===== config.mk =====
export PLATFORM = sky130hd
export DESIGN_NAME = csi_rx_raw8_pixel_stream
export DESIGN_NICKNAME = d
export VERILOG_FILES = /design/src/rtl/csi_rx_raw8_pixel_stream.sv
export SDC_FILE = /design/constraint.sdc
export NUM_CORES = 1
export LEC_CHECK = 0
export CAP_MARGIN = 20
export CORE_MARGIN = 2
export CORE_UTILIZATION = 30
export DETAILED_ROUTE_END_ITERATION = 8
export GPL_TIMING_DRIVEN = 0
export HOLD_SLACK_MARGIN = 0.1
export MAX_ROUTING_LAYER = met4
export SYNTH_ARGS = -nofsm -noshare
export SYNTH_HDL_FRONTEND = slang
export SYNTH_SLANG_ARGS = --single-unit

===== constraint.sdc =====
create_clock -name clock -period 5.7 [get_ports clock]
set_clock_uncertainty 0.15 [all_clocks]
set_input_delay 0.855 -clock clock [delete_from_list [all_inputs] [get_ports clock]]
set_output_delay 0.855 -clock clock [all_outputs]
set_load 0.05 [all_outputs]

===== src/rtl/csi_rx_raw8_pixel_stream.sv =====
// RAW8 pixel streamer: buffers 32-bit CSI payload words with line/frame tags and
// serialises them into a registered one-pixel-per-cycle valid/ready stream with coordinates.
module csi_rx_raw8_pixel_stream #(
    parameter int FIFO_DEPTH = 8,
    parameter int XW         = 12,
    parameter int YW         = 12
) (
    input  logic          clock,
    input  logic          reset,
    input  logic [31:0]   payload_data,
    input  logic          payload_enable,
    input  logic          in_line,
    input  logic          in_frame,
    input  logic          out_ready,
    output logic [7:0]    pix_data,
    output logic          pix_valid,
    output logic          pix_sol,
    output logic          pix_sof,
    output logic [XW-1:0] pix_x,
    output logic [YW-1:0] pix_y,
    output logic [XW+1:0] line_len,
    output logic          line_done,
    output logic          overflow
);
    localparam int AW = $clog2(FIFO_DEPTH);
    localparam logic [AW:0] FULL_CNT = (AW+1)'(FIFO_DEPTH);

    typedef struct packed {
        logic        sof;
        logic        sol;
        logic [31:0] data;
    } entry_t;

    entry_t        mem_q [FIFO_DEPTH];
    logic [AW-1:0] wr_ptr_q, wr_ptr_d, rd_ptr_q, rd_ptr_d;
    logic [AW:0]   cnt_q, cnt_d;
    logic          in_line_q, in_frame_q;
    logic          armed_q, armed_d, sol_pend_q, sol_pend_d, sof_pend_q, sof_pend_d;
    logic          overflow_q, overflow_d, line_done_q, line_done_d;
    logic [XW+1:0] line_cnt_q, line_cnt_d, line_len_q, line_len_d;
    logic          pix_valid_q, pix_valid_d, pix_sol_q, pix_sol_d, pix_sof_q, pix_sof_d;
    logic [7:0]    pix_data_q, pix_data_d;
    logic [XW-1:0] pix_x_q, pix_x_d;
    logic [YW-1:0] pix_y_q, pix_y_d;
    logic [1:0]    byte_idx_q, byte_idx_d, byte_nxt;

    logic          line_rise, line_fall, frame_rise, armed, full;
    logic          wr_req, push, pop, sol_tag, sof_tag, src_ok;
    logic [AW-1:0] next_ptr;
    entry_t        head, src;

    always_comb begin
        // NOTE: every signal gets a default before any branch so no latch is inferred.
        line_rise  = in_line && !in_line_q;
        line_fall  = !in_line && in_line_q && armed_q;
        frame_rise = in_frame && !in_frame_q;
        armed      = armed_q || line_rise;
        full       = (cnt_q == FULL_CNT);
        pop        = pix_valid_q && out_ready && (byte_idx_q == 2'd3);
        wr_req     = payload_enable && in_line && armed;
        push       = wr_req && (!full || pop);
        sol_tag    = sol_pend_q || line_rise;
        sof_tag    = sol_tag && (sof_pend_q || frame_rise);

        armed_d    = armed;
        sol_pend_d = sol_tag && !push;
        sof_pend_d = (sof_pend_q || frame_rise) && !(push && sol_tag);
        overflow_d = overflow_q || (wr_req && full && !pop);
        wr_ptr_d   = push ? wr_ptr_q + AW'(1) : wr_ptr_q;
        rd_ptr_d   = pop ? rd_ptr_q + AW'(1) : rd_ptr_q;
        cnt_d      = cnt_q;
        if (push && !pop)      cnt_d = cnt_q + (AW+1)'(1);
        else if (pop && !push) cnt_d = cnt_q - (AW+1)'(1);

        line_cnt_d  = push ? line_cnt_q + (XW+2)'(4) : line_cnt_q;
        line_len_d  = line_len_q;
        line_done_d = 1'b0;
        if (line_fall) begin
            line_len_d  = line_cnt_q;
            line_done_d = 1'b1;
            line_cnt_d  = '0;
        end

        // The head word stays in the FIFO until its last byte is handed off, so the
        // word that follows it is read one slot ahead.
        next_ptr = rd_ptr_q + AW'(1);
        head     = mem_q[rd_ptr_q];
        src      = pix_valid_q ? mem_q[next_ptr] : head;
        src_ok   = pix_valid_q ? (cnt_q > (AW+1)'(1)) : (cnt_q != '0);
        byte_nxt = byte_idx_q + 2'd1;

        pix_valid_d = pix_valid_q;
        pix_data_d  = pix_data_q;
        pix_sol_d   = pix_sol_q;
        pix_sof_d   = pix_sof_q;
        pix_x_d     = pix_x_q;
        pix_y_d     = pix_y_q;
        byte_idx_d  = byte_idx_q;
        if (!pix_valid_q || out_ready) begin
            if (pix_valid_q && byte_idx_q != 2'd3) begin
                byte_idx_d = byte_nxt;
                pix_data_d = head.data[{byte_nxt, 3'b000} +: 8];
                pix_sol_d  = 1'b0;
                pix_sof_d  = 1'b0;
                pix_x_d    = pix_x_q + XW'(1);
            end else if (src_ok) begin
                pix_valid_d = 1'b1;
                byte_idx_d  = 2'd0;
                pix_data_d  = src.data[7:0];
                pix_sol_d   = src.sol;
                pix_sof_d   = src.sof;
                pix_x_d     = src.sol ? '0 : pix_x_q + XW'(1);
                if (src.sof)      pix_y_d = '0;
                else if (src.sol) pix_y_d = pix_y_q + YW'(1);
            end else begin
                pix_valid_d = 1'b0;
                pix_sol_d   = 1'b0;
                pix_sof_d   = 1'b0;
            end
        end
    end

    // NOTE: payload storage carries no reset; the pointers and count alone define what is valid.
    always_ff @(posedge clock) begin
        if (push) mem_q[wr_ptr_q] <= entry_t'{sof: sof_tag, sol: sol_tag, data: payload_data};
    end

    always_ff @(posedge clock) begin
        // NOTE: state registers use non-blocking assignments so all of them update together.
        if (reset) begin
            wr_ptr_q    <= '0;
            rd_ptr_q    <= '0;
            cnt_q       <= '0;
            // Held high so a line or frame already in progress is not seen as a new rise.
            in_line_q   <= 1'b1;
            in_frame_q  <= 1'b1;
            armed_q     <= 1'b0;
            sol_pend_q  <= 1'b0;
            sof_pend_q  <= 1'b0;
            overflow_q  <= 1'b0;
            line_cnt_q  <= '0;
            line_len_q  <= '0;
            line_done_q <= 1'b0;
            pix_valid_q <= 1'b0;
            pix_data_q  <= '0;
            pix_sol_q   <= 1'b0;
            pix_sof_q   <= 1'b0;
            pix_x_q     <= '0;
            pix_y_q     <= '0;
            byte_idx_q  <= '0;
        end else begin
            wr_ptr_q    <= wr_ptr_d;
            rd_ptr_q    <= rd_ptr_d;
            cnt_q       <= cnt_d;
            in_line_q   <= in_line;
            in_frame_q  <= in_frame;
            armed_q     <= armed_d;
            sol_pend_q  <= sol_pend_d;
            sof_pend_q  <= sof_pend_d;
            overflow_q  <= overflow_d;
            line_cnt_q  <= line_cnt_d;
            line_len_q  <= line_len_d;
            line_done_q <= line_done_d;
            pix_valid_q <= pix_valid_d;
            pix_data_q  <= pix_data_d;
            pix_sol_q   <= pix_sol_d;
            pix_sof_q   <= pix_sof_d;
            pix_x_q     <= pix_x_d;
            pix_y_q     <= pix_y_d;
            byte_idx_q  <= byte_idx_d;
        end
    end

    assign pix_data  = pix_data_q;
    assign pix_valid = pix_valid_q;
    assign pix_sol   = pix_sol_q;
    assign pix_sof   = pix_sof_q;
    assign pix_x     = pix_x_q;
    assign pix_y     = pix_y_q;
    assign line_len  = line_len_q;
    assign line_done = line_done_q;
    assign overflow  = overflow_q;
endmodule

==> parameters.txt <==
Parameter                              Value

Die
  I/O pins    a little under 90
  Row Count    81
  Area of the core region    between 40000 and 50000 um^2
  Chip Width    roughly 230 um
  Die extent in y    ~230 um
  Starting density of the core    30.2%
  Die Outline Area    between 50000 and 60000 um^2

Finish
  Final Instance Area    between 15000 and 20000 um^2
  Layout net count    ~1100
  Post-route non-filler standard cell count    between 1500 and 2000
  Ratio of cells with drive above 1 in the final layout    between 20% and 30%
  Area overhead of the layout relative to synthesis    22.4%

GRT
  Initial antenna violation count    1
  Pin count of the biggest net entering global routing    24
  Global router's overall resource usage    between 10% and 20%
  Vias in the first global route    8635
  Wire length of the first global-routing pass    around 53000 um
  Remaining Overflow, GRT    0

STA
  Count of final hold-check violations    0
  Setup violations, final    0
  Post-route fraction of the period consumed by the critical path    between 70% and 80%
  Transition at the pin with the smallest max-transition slack    1.18 ns
  Max Clock Freq    between 200 and 250 MHz
  Slew margin rel.    between 20% and 30%
  Fin Hold WS    0.328 ns
  Shortest period the worst path allows    between 4 and 5 ns
  Unrepaired setup endpoints after global routing    false
  Max-slew violation count    0
  Final critical-path setup slack    roughly 1.7 ns

Clock tree
  Total of hold buffers inserted after clock tree synthesis    0
  CTS buffer count    39
  Sink Count    between 300 and 400
  Max Root-Sink Buffers    3
  Resize count post-CTS    0
  H-tree level count    2
  Clock transition at path regs    about 0.060 ns
  Post CTS Setup Buffer Count    0
  Clk Tree Root Cell    clkbuf_16
  Clock tree from TritonCTS    done
  Later-pin clock latency in the skew report    about 0.53 ns

Place
  Port Buf Inserts    85
  Cell Count Post-Placement    between 1500 and 2000
  Placement Setup Slack    about 1.1 ns
  HPWL after DPL    roughly 25000 um
  Area after detailed placement    around 17000 um^2
  RePlAce Congestion    between 0.7 and 0.8

Min path
  Worst min-delay path endpoint    line_len[6]
  Worst hold path startpoint    line_len[6]
  Type of the worst min-delay path    reg -> reg
  Cell depth of the worst min-delay path    1

Detailed routing
  Vias after detailed routing    about 8700
  Iteration count of the initial detailed-routing pass    5
  Initial drt markers    between 700 and 800
  Number of routed nets with antenna violations    0
  Post-route DRC    0
  Via count normalized by instance count    between 4 and 5
  DR WL/cell    20.1 um
  Total Routed Length    35100 um

Critical path
  Data arrival at the endpoint of the critical path    roughly 4.1 ns
  Crit path capture type    flop
  Startpoint-to-endpoint class of the critical path    in -> reg
  Reg-to-reg slack, setup    1.92 ns
  Peak fanout along the critical path    11
  Crit Reg-Reg Startpoint    byte_idx_q[0]
  Type of origin of the critical path    input port
  Data required time at the worst endpoint    between 5 and 6 ns
  Depth of the worst register-to-register path    8
  Reg-to-reg endpoint    mem_q[0][0]

Synth
  Most common cell in the netlist    edfxtp_1
  Compound-gate portion of the synthesized area    approximately 5.6%
  Fraction of the mapped netlist area in adder cells    less than 1%
  Synthesized instance count    approximately 900
  Sequential cell area fraction in the yosys report    66.4%
  Async set or reset register ratio after synthesis    0%
  EDFF count, synth    approximately 270
  Biggest area consumer among synthesized cells    edfxtp_1
  Multiplexer share of the synthesized area    16.9%
  Number of flip-flops and latches in the synthesized netlist    353
  Count of unique library cells instantiated by Yosys    67
  Synth top cells by count    272 x edfxtp_1, 81 x dfxtp_1, 69 x mux4_2
  Syn avg cell area    between 15 and 20 um^2
  Synth area leaders    edfxtp_1 55%, dfxtp_1 11%, mux4_2 11%
  Number of warning messages in the yosys log    0
  Leading register cell type out of synthesis    edfxtp_1
  Main combinational cell family by area after synthesis    multiplexers
  Fraction of the mapped netlist area in simple logic gates    roughly 6.3%
  XOR/XNOR Fraction of Synth Area    under 10%
  Post-synth top area share    55.4%
  Synthesized area    14700 um^2

Power
  P_leak    about 0.0056 uW
  Peak VDD IR    just over 200 uV
  Pwr Total    around 5600 uW
  Pwr per Cell Area    between 300 and 400 nW/um^2

Status
  Result of the run    finished, final reports clean

Run
  Maximum Capacitance Violations    0
==> routing by layer <==
metal | vias to the layer above | wire length (um) | track usage (%)
met3 | 51 | 1810 | 2.89
met5 | - | 0 | -
met1 | 4473 | 15900 | 18.6
met2 | 218 | 16700 | 22.9
met4 | 0 | 735 | 3.65
li1 | 3924 | - | -
==> power by group <==
group	internal [uW]	switching, uW
Clock	1350	1000
Sequential	2800	30.0
Combinational	129	254
Total	4280	1290
==> flip-flops by register name, summed over array words and instances (netlist names), named ones only <==
name	flops
rd_ptr_q	3
sol_pend_q	1
pix_sof	1
line_cnt_q	12
pix_valid	1
pix_sol	1
in_line_q	1
cnt_q	4
armed_q	1
overflow	1
pix_y	12
pix_x	12
mem_q	272
in_frame_q	1
byte_idx_q	2
sof_pend_q	1
line_done	1
line_len	12
pix_data	8
wr_ptr_q	3
==> area by class of cell <==
class	instances	area, um^2
flip-flops and latches	353	9790
clock buffers	51	1050
plain buffers	49	263
well taps	664	831
diodes	1	2.50
clock inverters	19	135
fillers	4591	30700
multi-input cells	487	4710
repair buffers	113	1200
inverters	15	56.3
==> metrics by stage <==
step                      TNS [ns]  utilization, %
after detailed placement         0            34.6
after floorplan                  0               -
after CTS                        0            37.0
final                            0            37.0
after global routing             0            37.0
after global placement     -706.82            33.7
==> worst max path at each step <==
stage	depth (start not counted)	slack (ns)	endpoint	from
3_3_place_gp	5	-4.59	mem_q[2][28]	out_ready
4_1_cts	8	1.67	mem_q[0][8]	out_ready
5_1_grt	8	1.49	mem_q[0][0]	out_ready
3_5_place_dp	8	1.13	mem_q[0][28]	out_ready
2_1_floorplan	5	0.18	mem_q[2][0]	pix_valid
6_report	8	1.69	mem_q[0][0]	out_ready
==> critical path, stage by stage <==
cell and delay (ns):
clkdlybuf4s50_1 0.60, and3_1 0.19, clkbuf_1 0.32, o211a_1 0.35, buf_1 0.48, nor4b_4 0.82, buf_6 0.29, buf_8 0.17
==> layout by cell type, fill, tap and decap left out, types with 5 or more instances in the layout <==
| cell type | instances |
|---|---|
| edfxtp_1 | 272 |
| clkdlybuf4s50_1 | 85 |
| dfxtp_1 | 81 |
| mux4_2 | 69 |
| nor2_1 | 58 |
| mux2i_1 | 45 |
| clkbuf_16 | 39 |
| clkbuf_1 | 29 |
| a21oi_1 | 29 |
| nand2_1 | 28 |
| mux2_2 | 24 |
| buf_6 | 23 |
| xnor2_1 | 17 |
| buf_2 | 15 |
| inv_1 | 14 |
| o22ai_1 | 13 |
| a22o_1 | 12 |
| xor2_1 | 12 |
| nand3_1 | 12 |
| o21ai_0 | 12 |
| nor2_2 | 10 |
| nor3_1 | 10 |
| ha_1 | 10 |
| clkinv_1 | 9 |
| nand4_1 | 9 |
| buf_8 | 8 |
| mux4_1 | 8 |
| or4_1 | 8 |
| nor2b_1 | 7 |
| buf_4 | 7 |
| or3_1 | 7 |
| clkinv_2 | 7 |
| a21boi_0 | 6 |
| a311oi_1 | 6 |
| nand2b_1 | 5 |
| nor4_1 | 5 |
| o31ai_1 | 5 |
| a211oi_1 | 5 |
==> cells by family (layout without fill, tap and decap cells) <==
group,count (synthesis),count (layout)
compound gates,117,117
xor+xnor,29,29
fa+ha+maj,10,10
buf+inv,64,247
flops,353,353
mux,147,147
other cells,1,3
simple gates,182,182
Power figures use the tool's default switching activity.
